## src/rtl/stk_eng_cmd.sv

```systemverilog
// Per-engine stack command initiator: issues one push/pop to the pipe, waits for the
// write-back response (or a timeout), returns it to the client and tracks a shadow depth.
package stk_pkg;
  typedef enum logic [1:0] {
    OP_NOP  = 2'd0,
    OP_PUSH = 2'd1,
    OP_POP  = 2'd2
  } opcode_t;
endpackage

module stk_eng_cmd
  import stk_pkg::*;
#(
  parameter int TIMEOUT_W = 10,
  parameter int DEPTH_W   = 8
) (
  input  logic               clk,
  input  logic               arst_n,
  input  logic               i_req_vld,
  input  opcode_t            i_req_opcode,
  input  logic [127:0]       i_req_dat,
  output logic               o_req_rdy,
  output opcode_t            o_cmd_opcode,
  output logic [127:0]       o_cmd_dat,
  input  logic               i_cmd_ack,
  input  logic               i_pipe_rsp_vld,
  input  logic [127:0]       i_pipe_rsp_dat,
  input  logic               i_pipe_rsp_err,
  output logic               o_rsp_vld,
  output logic [127:0]       o_rsp_dat,
  output logic               o_rsp_err,
  input  logic               i_rsp_rdy,
  output logic [DEPTH_W-1:0] o_depth,
  output logic               o_timeout,
  output logic               o_proto_err
);

  typedef enum logic [1:0] {
    S_IDLE = 2'd0,
    S_CMD  = 2'd1,
    S_WAIT = 2'd2,
    S_RSP  = 2'd3
  } state_t;

  state_t               state_q, state_d;
  opcode_t              cmd_opcode_q, cmd_opcode_d;
  opcode_t              pend_op_q, pend_op_d;
  logic [127:0]         cmd_dat_q, cmd_dat_d;
  logic [127:0]         rsp_dat_q, rsp_dat_d;
  logic                 rsp_err_q, rsp_err_d;
  logic                 timeout_q, timeout_d;
  logic                 proto_err_q, proto_err_d;
  logic [DEPTH_W-1:0]   depth_q, depth_d;
  logic [TIMEOUT_W-1:0] tmo_cnt_q, tmo_cnt_d;
  logic [TIMEOUT_W-1:0] tmo_cnt_inc;

  always_ff @(posedge clk or negedge arst_n) begin
    if (!arst_n) begin
      state_q      <= S_IDLE;
      cmd_opcode_q <= OP_NOP;
      pend_op_q    <= OP_NOP;
      cmd_dat_q    <= '0;
      rsp_dat_q    <= '0;
      rsp_err_q    <= 1'b0;
      timeout_q    <= 1'b0;
      proto_err_q  <= 1'b0;
      depth_q      <= '0;
      tmo_cnt_q    <= '0;
    end else begin
      state_q      <= state_d;
      cmd_opcode_q <= cmd_opcode_d;
      pend_op_q    <= pend_op_d;
      cmd_dat_q    <= cmd_dat_d;
      rsp_dat_q    <= rsp_dat_d;
      rsp_err_q    <= rsp_err_d;
      timeout_q    <= timeout_d;
      proto_err_q  <= proto_err_d;
      depth_q      <= depth_d;
      tmo_cnt_q    <= tmo_cnt_d;
    end
  end

  always_comb begin
    state_d      = state_q;
    cmd_opcode_d = cmd_opcode_q;
    pend_op_d    = pend_op_q;
    cmd_dat_d    = cmd_dat_q;
    rsp_dat_d    = rsp_dat_q;
    rsp_err_d    = rsp_err_q;
    timeout_d    = timeout_q;
    proto_err_d  = proto_err_q;
    depth_d      = depth_q;
    tmo_cnt_d    = tmo_cnt_q;
    tmo_cnt_inc  = tmo_cnt_q + TIMEOUT_W'(1);

    // Stray handshakes never move data or depth, they only raise the sticky flag
    if (i_pipe_rsp_vld && (state_q != S_WAIT)) proto_err_d = 1'b1;
    if (i_cmd_ack && (state_q != S_CMD))       proto_err_d = 1'b1;

    unique case (state_q)
      S_IDLE: begin
        if (i_req_vld) begin
          case (i_req_opcode)
            OP_PUSH, OP_POP: begin
              cmd_opcode_d = i_req_opcode;
              cmd_dat_d    = i_req_dat;
              pend_op_d    = i_req_opcode;
              state_d      = S_CMD;
            end
            default: begin
              rsp_dat_d = '0;
              rsp_err_d = 1'b0;
              state_d   = S_RSP;
            end
          endcase
        end
      end
      S_CMD: begin
        if (i_cmd_ack) begin
          cmd_opcode_d = OP_NOP;
          cmd_dat_d    = '0;
          tmo_cnt_d    = '0;
          state_d      = S_WAIT;
        end
      end
      S_WAIT: begin
        if (i_pipe_rsp_vld) begin
          rsp_dat_d = i_pipe_rsp_dat;
          rsp_err_d = i_pipe_rsp_err;
          state_d   = S_RSP;
          if (!i_pipe_rsp_err) begin
            if ((pend_op_q == OP_PUSH) && !(&depth_q))
              depth_d = depth_q + DEPTH_W'(1);
            else if ((pend_op_q == OP_POP) && (depth_q != '0))
              depth_d = depth_q - DEPTH_W'(1);
          end
        end else if (&tmo_cnt_inc) begin
          // Counter reaching all-ones ends the wait with a forced zero/error response
          rsp_dat_d = '0;
          rsp_err_d = 1'b1;
          timeout_d = 1'b1;
          state_d   = S_RSP;
        end else begin
          tmo_cnt_d = tmo_cnt_inc;
        end
      end
      S_RSP: begin
        if (i_rsp_rdy) state_d = S_IDLE;
      end
      default: state_d = S_IDLE;
    endcase
  end

  assign o_req_rdy    = (state_q == S_IDLE);
  assign o_cmd_opcode = cmd_opcode_q;
  assign o_cmd_dat    = cmd_dat_q;
  assign o_rsp_vld    = (state_q == S_RSP);
  assign o_rsp_dat    = rsp_dat_q;
  assign o_rsp_err    = rsp_err_q;
  assign o_depth      = depth_q;
  assign o_timeout    = timeout_q;
  assign o_proto_err  = proto_err_q;

endmodule
```

## config.mk

```make
export PLATFORM = sky130hd
export DESIGN_NAME = stk_eng_cmd
export DESIGN_NICKNAME = d
export VERILOG_FILES = /design/src/rtl/stk_eng_cmd.sv
export SDC_FILE = /design/constraint.sdc
export NUM_CORES = 1
export LEC_CHECK = 0
export BUFFER_PORTS_ARGS = -buffer_cell sky130_fd_sc_hd__buf_2
export CORE_AREA = 2 2 206 208
export DETAILED_ROUTE_END_ITERATION = 10
export DIE_AREA = 0 0 208 210
export HOLD_SLACK_MARGIN = 0.08
export PLACE_DENSITY = 0.61
export SLEW_MARGIN = 25
export SYNTH_ARGS = -nofsm -noshare
export SYNTH_HDL_FRONTEND = slang
export SYNTH_SLANG_ARGS = --single-unit
```

## constraint.sdc

```tcl
create_clock -name clk -period 5.1 [get_ports clk]
set_input_delay 0.765 -clock clk [delete_from_list [all_inputs] [get_ports clk]]
set_output_delay 0.765 -clock clk [all_outputs]
set_load 0.01 [all_outputs]
```

# After elaboration in Yosys (flattened, before gate mapping)
# Cells that the tools add are included.
[totals]
register_bits = 283
input_bits = 265
output_inout_bits = 271
elab_cells = 87
[classes]
n_addsub = 3
n_eq_ne = 17
muxes = 33
bitwise_logic = 2
reduce_logical = 22
[ops]
columns = ["op", "count"]
rows = [
  ["$mux W128", 7],
  ["$pmux W128 S2", 2],
  ["$mux W10", 3],
  ["$pmux W10 S2", 1],
  ["$reduce_and A4 Y1", 5],
  ["$mux W2", 9],
  ["$mux W8", 2],
  ["$ne A2 B2 Y1 const B", 6],
  ["$reduce_and A12 Y1", 1],
  ["$add A10 B1 Y10 const B", 1],
  ["$reduce_and A10 Y1", 1],
  ["$reduce_bool A2 Y1", 5],
  ["$add A8 B1 Y8 const B", 1],
  ["$eq A2 B2 Y1 const B", 4],
  ["$pmux W2 S4", 1],
  ["$reduce_and A8 Y1", 1],
  ["$reduce_bool A8 Y1", 1],
  ["$sub A8 B1 Y8 const B", 1],
  ["$eq A2 B1 Y1 const B", 3],
  ["$mux W1", 6],
  ["$ne A2 B1 Y1 const B", 3],
  ["$logic_and A1 B1 Y1", 4],
  ["$pmux W2 S2", 1],
  ["$ne A3 B3 Y1 const B", 1],
  ["6 further kinds", 7],
]

# Longest topological paths before layout
# Gate-level depths: netlist (run 1).
[logic_depth]
word_depth = 5
depth_mapped = 11
depth_no_buf = 9

# Worst setup path after synthesis (run 1)
# Ideal clock, no wire load.
[synth_timing]
path_type = "register to register"
startpoint = "register depth_q[0] (netlist: o_depth[0])"
endpoint = "register depth_q[6] (netlist: o_depth[6])"
setup_ns = 0.125
t_arrival_ns = 2.721
required_ns = 4.975
slack_ns = 2.254
path_stages_with_launch = 10
n_path_buf = 0
synth_period_minus_slack_ns = 2.846
cell_sequence = "dfrtp_1 nand4_1 o21ai_0 ha_1 a21o_1 a21o_1 a21o_1 a21oi_1 xnor2_1 mux2_2"
[synth_between]
elab_chain_cells = 5
word_cells_on_any_way = 11
cone_classes = "2 x add/sub; 2 x mux; 7 x reduce/logical"
[synth_lines]
columns = ["item", "line", "text"]
rows = [
  ["start, declared", "53", "logic [DEPTH_W-1:0] depth_q, depth_d;"],
  ["start signal, assigned", "78", "depth_q <= depth_d;"],
  ["parallel branches: the longest is 5 deep, another holds $sub A8 B1 Y8", "--", ""],
]
# Several ways; the timed one is not identified. The select of a mux whose other input is x is not followed.
# A chain may end at the register's enable or synchronous reset.

# Worst setup path after layout (run 1)
[layout_timing]
startpoint = "register tmo_cnt_q[1]"
endpoint = "register rsp_dat_q[113] (netlist: o_rsp_dat[113])"
[layout_between]
elab_chain_cells = 4
[layout_lines]
columns = ["item", "line", "text"]
rows = [
  ["start, declared", "54", "logic [TIMEOUT_W-1:0] tmo_cnt_q, tmo_cnt_d;"],
  ["start signal, assigned", "79", "tmo_cnt_q <= tmo_cnt_d;"],
  ["$add A10 B1 Y10", "94", "tmo_cnt_inc = tmo_cnt_q + TIMEOUT_W'(1);"],
  ["$reduce_and A10 Y1", "137", "end else if (&tmo_cnt_inc) begin"],
  ["$ne A3 B3 Y1 (no line)", "--", ""],
  ["$reduce_and A4 Y1 (no line)", "--", ""],
  ["end signal, assigned", "74", "rsp_dat_q <= rsp_dat_d;"],
  ["end, declared", "49", "logic [127:0] rsp_dat_q, rsp_dat_d;"],
]
# Every way passes these cells.

==> results of run 1 <==
==> routing by layer <==
layer,vias up,wire (um),part of all wire [%]
li1,4629,-,-
met3,81,3040,8.0
met5,-,45,0.12
met2,425,18300,48
met1,4701,14900,39
met4,6,1530,4.0
==> worst max-delay path by stage <==
| stage | endpoint | cells after the start | from |
|---|---|---|---|
| after floorplan | o_depth[6] | 9 | o_depth[0] |
| after global placement | o_depth[6] | 9 | o_depth[0] |
| after detailed placement | o_rsp_dat[113] | 9 | tmo_cnt_q[1] |
| after CTS | o_depth[7] | 9 | o_depth[0] |
| after global routing | o_rsp_dat[123] | 9 | tmo_cnt_q[1] |
| final | o_rsp_dat[113] | 9 | tmo_cnt_q[1] |
==> final cells by class <==
cell class	count	area [um^2]
Fill cell	4148	26000
Sequential cell	283	7080
Multi-Input combinational cell	673	3840
Timing Repair Buffer	545	2830
Clock buffer	48	995
Tap cell	539	674
Clock inverter	10	57.6
Inverter	9	36.3
Antenna cell	1	2.50
==> synthesized netlist by cell type (5+ instances only) <==
cell / count
buf_2: 8
ha_1: 12
mux2_2: 5
nand3_1: 8
buf_12: 11
inv_1: 8
clkbuf_1: 48
nand4_1: 6
nand2_1: 281
nor2_1: 12
dfrtp_1: 283
a21oi_1: 10
o21ai_0: 142
a22o_1: 129
nor3_1: 7
xnor2_1: 7
==> critical path, delay by kind of cell (launching register included) <==
kind | cells | cell delay [ns]
compound gates | 2 | 0.93
simple gates | 4 | 0.62
xor+xnor | 1 | 0.19
flops | 1 | 0.45
fa+ha+maj | 1 | 0.38
buf+inv | 1 | 0.44
==> per-stage QoR <==
step | cell area [um^2] | hold WS, ns
global route | 15500 | 0.206
CTS | 15500 | 0.184
finish | 15500 | 0.194
global placement | 14500 | 0.456
floorplan | 11500 | 0.469
detailed placement | 14500 | 0.464
==> cell families after synthesis <==
family,Yosys count
multiplexers,10
adder cells (fa/ha/maj),13
flip-flops,283
XOR/XNOR,11
buffers and inverters,86
AO/OA/AOI/OAI,303
AND/OR/NAND/NOR,336
==> sequential cells by signal, indices dropped and copies added (netlist names), 2 cells and up <==
signal and count:
o_cmd_dat 128, o_cmd_opcode 2, o_depth 8, pend_op_q 2, tmo_cnt_q 10, state_q 2, o_rsp_dat 128
==> power by group through the flow <==
stage	registers, mW	clock network [mW]	logic [mW]
global route	3.99	2.47	4.65
detailed placement	3.88	0	4.27
global placement	3.86	0	4.18
floorplan	4.27	0	2.16
finish	3.87	2.30	4.18
CTS	3.87	2.38	4.27
==> impl_metrics.ini, run 1 <==
[worst_setup_path]
cp.required_ns = 5.56
rrSetupSlack_ns = 1.90
path_class = flop to flop
slowest_stage = o31ai_4
critical_path.cell_chain = ha_1, and3_1, nand3_2, xor2_1, nor3_2, and4_4, o31ai_4, buf_12, a22o_1
rr_startpoint = tmo_cnt_q[1]
ff2ff_path_depth = 9
slowest_delay_ns = 0.70
r2r_end = o_rsp_dat[113]
worstPathArrival_ns = 3.67
cp-end-kind = flop
start_kind = flop
critPathMaxFanout = 110

[synthesis]
synth_mux_area_share_pct = 0.939
avgSynthCellArea_um2 = 11.0
syn_inst = 1042
synthXorXnorAreaFrac_pct = 0.841
yosysTopAreaCellShare_pct = 61.8
yosysTopAreaCell = dfrtp_1
ys_seq_area_share_pct = 61.8
synthSimpleGateAreaFrac_pct = 11.9
yosys.area_share.adder_pct = 1.49
synth-async-reset-ratio_pct = 100
synth_area_um2 = 11500
synth.area.top_cells = dfrtp_1 (62%), a22o_1 (9.9%), nand2_1 (9.2%)
synth_flop_cell = dfrtp_1
synth_compound_area_share_pct = 18.2
synth_top_family_by_area = compound AO/OA/AOI/OAI gates
yosys_warnings = 0
syn-num-nets = 1320
ys_ff_latch = 283
synth.distinct_cells = 52
synth_edf_count = 0

[placement]
io_buffer_count = 535
place_ws_ns = 1.92
place_inst = 2049
gp_congestion = 0.822
dp_hpwl_um = 27700

[floorplan]
core_area_um2 = 41500
dieWidth_um = 208
die_area_um2 = 43700
ios = 536
die_y_um = 210
initial_core_util_pct = 27.6
rows = 75

[grt]
grt_pass1_wl_um = 57700
met2_usage_pct = 28.0
grt_max_degree = 129
overflow = 0
grt_busiest_layer = met2
grt_use_met3_pct = 4.96
antenna_found_initial = 5
grt_pass1_vias = 9723
use_met1_pct = 20.4
grtUsageTotal_pct = 16.8

[timing]
slew-limit-headroom_pct = 33.9
finClkSkew_ns = 0.0210
fin_setup_tns_ns = 0
rsz0062_at_grt = no
fmax_mhz = 312
final-setup-viol-count = 0
tightest_slew_ns = 0.991
worst_slack_ns = 1.90
slew_violations = 0
hold_violations = 0
fin_crit_sh_pct = 62.8
layout_min_cycle_time_ns = 3.20

[power_and_ir_drop]
power_switching_mw = 4.10
p_total_mw = 10.4
intPower_mw = 6.26
switching_share_pct = 39.6
peakVddDrop_mv = 0.323
seqPwrFrac_pct = 37.3
p_per_area_nw_per_um2 = 667
p_comb_share_pct = 40.4
clockPowerShare_pct = 22.2
power.leakage_nw = 8.43

[routing]
drc = 0
drt_iter0_drc = 563
routed-via-count = 9842
postRouteWirelength_um = 37900
postRouteAntennaNets = 0
via_per_inst = 4.67
wl_per_cell_um = 18.0
drtPass1Iterations = 4

[layout]
synthToLayoutAreaGrowth_pct = 35.4
final_util_pct = 37.4
nets = 1824
layout-drive-gt1-share_pct = 39.2
final_common_cell = buf_2
stdcell_count = 2108
final_cell_mix = buf_2 (534), dfrtp_1 (283), nand2_1 (280)

[clocking]
clk_latency_ns = 0.53
htreeDepth = 2
cts_setup_buffers = 0
cts_sinks = 283
cts_tree = done
clk_path_buf_depth = 3
numCtsBuffers = 34
cts.reportedPaths.clkPinSlew_ns = 0.06
hold_buffers = 0
root_buffer = clkbuf_16
post_cts_resized = 0

[job]
max_cap_violations = 0

[worst_hold_path]
hold_path_class = input port to async pin

[outcome]
outcome = finished clean
No activity file was read; power rests on OpenSTA's default activity.
==> run 2, diff against run 1 <==
Clock period 5.1 ns to 3 ns, I/O delays scaled along.
==> run 2 against run 1 <==
  * Die area is the same
  * Flip-flop and latch count is the same
  * Routed wire length grew 0.88%
  * Utilization grew 0.60 points
  * Sequential power grew 70%
  * Final cell count grew 0.81%
  * Setup slack lost 1.5 ns
  * Register-to-register slack lost 1.5 ns
  * Critical path depth grew 1
  * Hold slack lost 0.048 ns
==> impl_metrics.ini, run 2 (same netlist as run 1, synthesis figures left out) <==
[worst_setup_path]
crit_buf_inv = 2
cp_top_family = simple AND/OR/NAND/NOR gates
worstPathArrival_ns = 3.05
start_kind = flop
critical_path.cell_chain = ha_1, and3_1, nand3_2, xor2_1, nor3_2, and4_4, o31ai_4, buf_12, buf_4, a22o_1
cp.required_ns = 3.41
critPathMaxFanout = 30
slowest_stage = dfrtp_1
path_class = flop to flop
slowest_delay_ns = 0.43
cp-end-kind = flop

[layout]
final_util_pct = 38.0
layout-drive-gt1-share_pct = 39.6
final_common_cell = buf_2
fin_area_um2 = 15800
final_cell_mix = buf_2 (534), dfrtp_1 (283), nand2_1 (280)
stdcell_count = 2125
nets = 1841
synthToLayoutAreaGrowth_pct = 37.6

[power_and_ir_drop]
peakVddDrop_mv = 0.557
p_per_area_nw_per_um2 = 1140
power.leakage_nw = 8.56
p_total_mw = 18.0

[clocking]
cts_sinks = 283
clk_path_buf_depth = 3
htreeDepth = 2
root_buffer = clkbuf_16
clk_latency_ns = 0.52
cts.reportedPaths.clkPinSlew_ns = 0.06
cts_setup_buffers = 0
post_cts_resized = 0
cts_tree = done
hold_buffers = 1
numCtsBuffers = 34

[job]
max_cap_violations = 0

[grt]
antenna_found_initial = 9
overflow = 0
grtUsageTotal_pct = 17.1
grt_pass1_wl_um = 58400
grt_max_degree = 179
grt_pass1_vias = 9919

[timing]
slew_violations = 0
hold_violations = 0
tightest_slew_ns = 0.859
slew-limit-headroom_pct = 42.5
rsz0062_at_grt = no
finClkSkew_ns = 0.0111
fin_crit_sh_pct = 88.3
fin_setup_tns_ns = 0
final-setup-viol-count = 0
layout_min_cycle_time_ns = 2.65
fmax_mhz = 377

[floorplan]
die_area_um2 = 43700
rows = 75
dieWidth_um = 208
core_area_um2 = 41500
die_y_um = 210
ios = 536
initial_core_util_pct = 27.6

[worst_hold_path]
hold_path_class = input port to flop

[placement]
placed_area_um2 = 14600
gp_congestion = 0.815
dp_hpwl_um = 28200
io_buffer_count = 535
place_inst = 2065

[routing]
routed-via-count = 9920
postRouteWirelength_um = 38200
drtPass1Iterations = 5
wl_per_cell_um = 18.0
via_per_inst = 4.67
drt_iter0_drc = 570
drc = 0
postRouteAntennaNets = 0

[outcome]
outcome = finished clean
-- run 2: changes by cell type in the layout (fill, tap and decap cells not counted), moves of 2 or more --
| cell | previous run | this run |
|---|---|---|
| buf_12 | 5 | 9 |
| clkinv_2 | 8 | 1 |
| bufinv_16 | 0 | 2 |
| clkbuf_1 | 6 | 8 |
| buf_4 | 5 | 17 |
| clkbuf_8 | 7 | 9 |
| clkinv_4 | 0 | 2 |
-- run 2: final timing paths --
kind                                startpoint              to  slack (ns)  depth (start not counted)
max reg2reg                       tmo_cnt_q[1]   o_rsp_dat[39]        0.35                         10
min in group asynchronous               arst_n  o_rsp_dat[101]        0.51                          2
min                        i_pipe_rsp_dat[115]  o_rsp_dat[115]        0.15                          2
max in group asynchronous               arst_n   o_cmd_dat[77]        1.66                          3
max                               tmo_cnt_q[1]   o_rsp_dat[39]        0.35                         10
min reg2reg                     o_cmd_dat[119]  o_cmd_dat[119]        0.47                          2
-- run 2: metrics by stage --
stage	hold WS [ns]	worst slack [ns]
finish	0.146	0.351
global route	0.108	0.156
CTS	0.105	0.352
detailed placement	0.465	0.372
global placement	0.456	0.461
floorplan	0.154	0.154
-- run 2: area by class of cell --
cell class                      count  area (um^2)
Clock inverter                      6         91.3
Inverter                            9         36.3
Antenna cell                        1         2.50
Tap cell                          539          674
Sequential cell                   283         7080
Multi-Input combinational cell    673         3840
Timing Repair Buffer              562         3010
Clock buffer                       52         1030
Fill cell                        4138        25700
-- run 2: report_power, final --
group | switching [mW] | internal, mW
logic | 4.34 | 2.91
registers | 1.05 | 5.54
clock network | 1.60 | 2.53
-- run 2: metal layers --
layer	global-route usage, %	share of wire [%]
met1	20.2	39
met2	28.5	48
met3	6.18	8.8
met4	6.38	3.5
met5	0	0.21
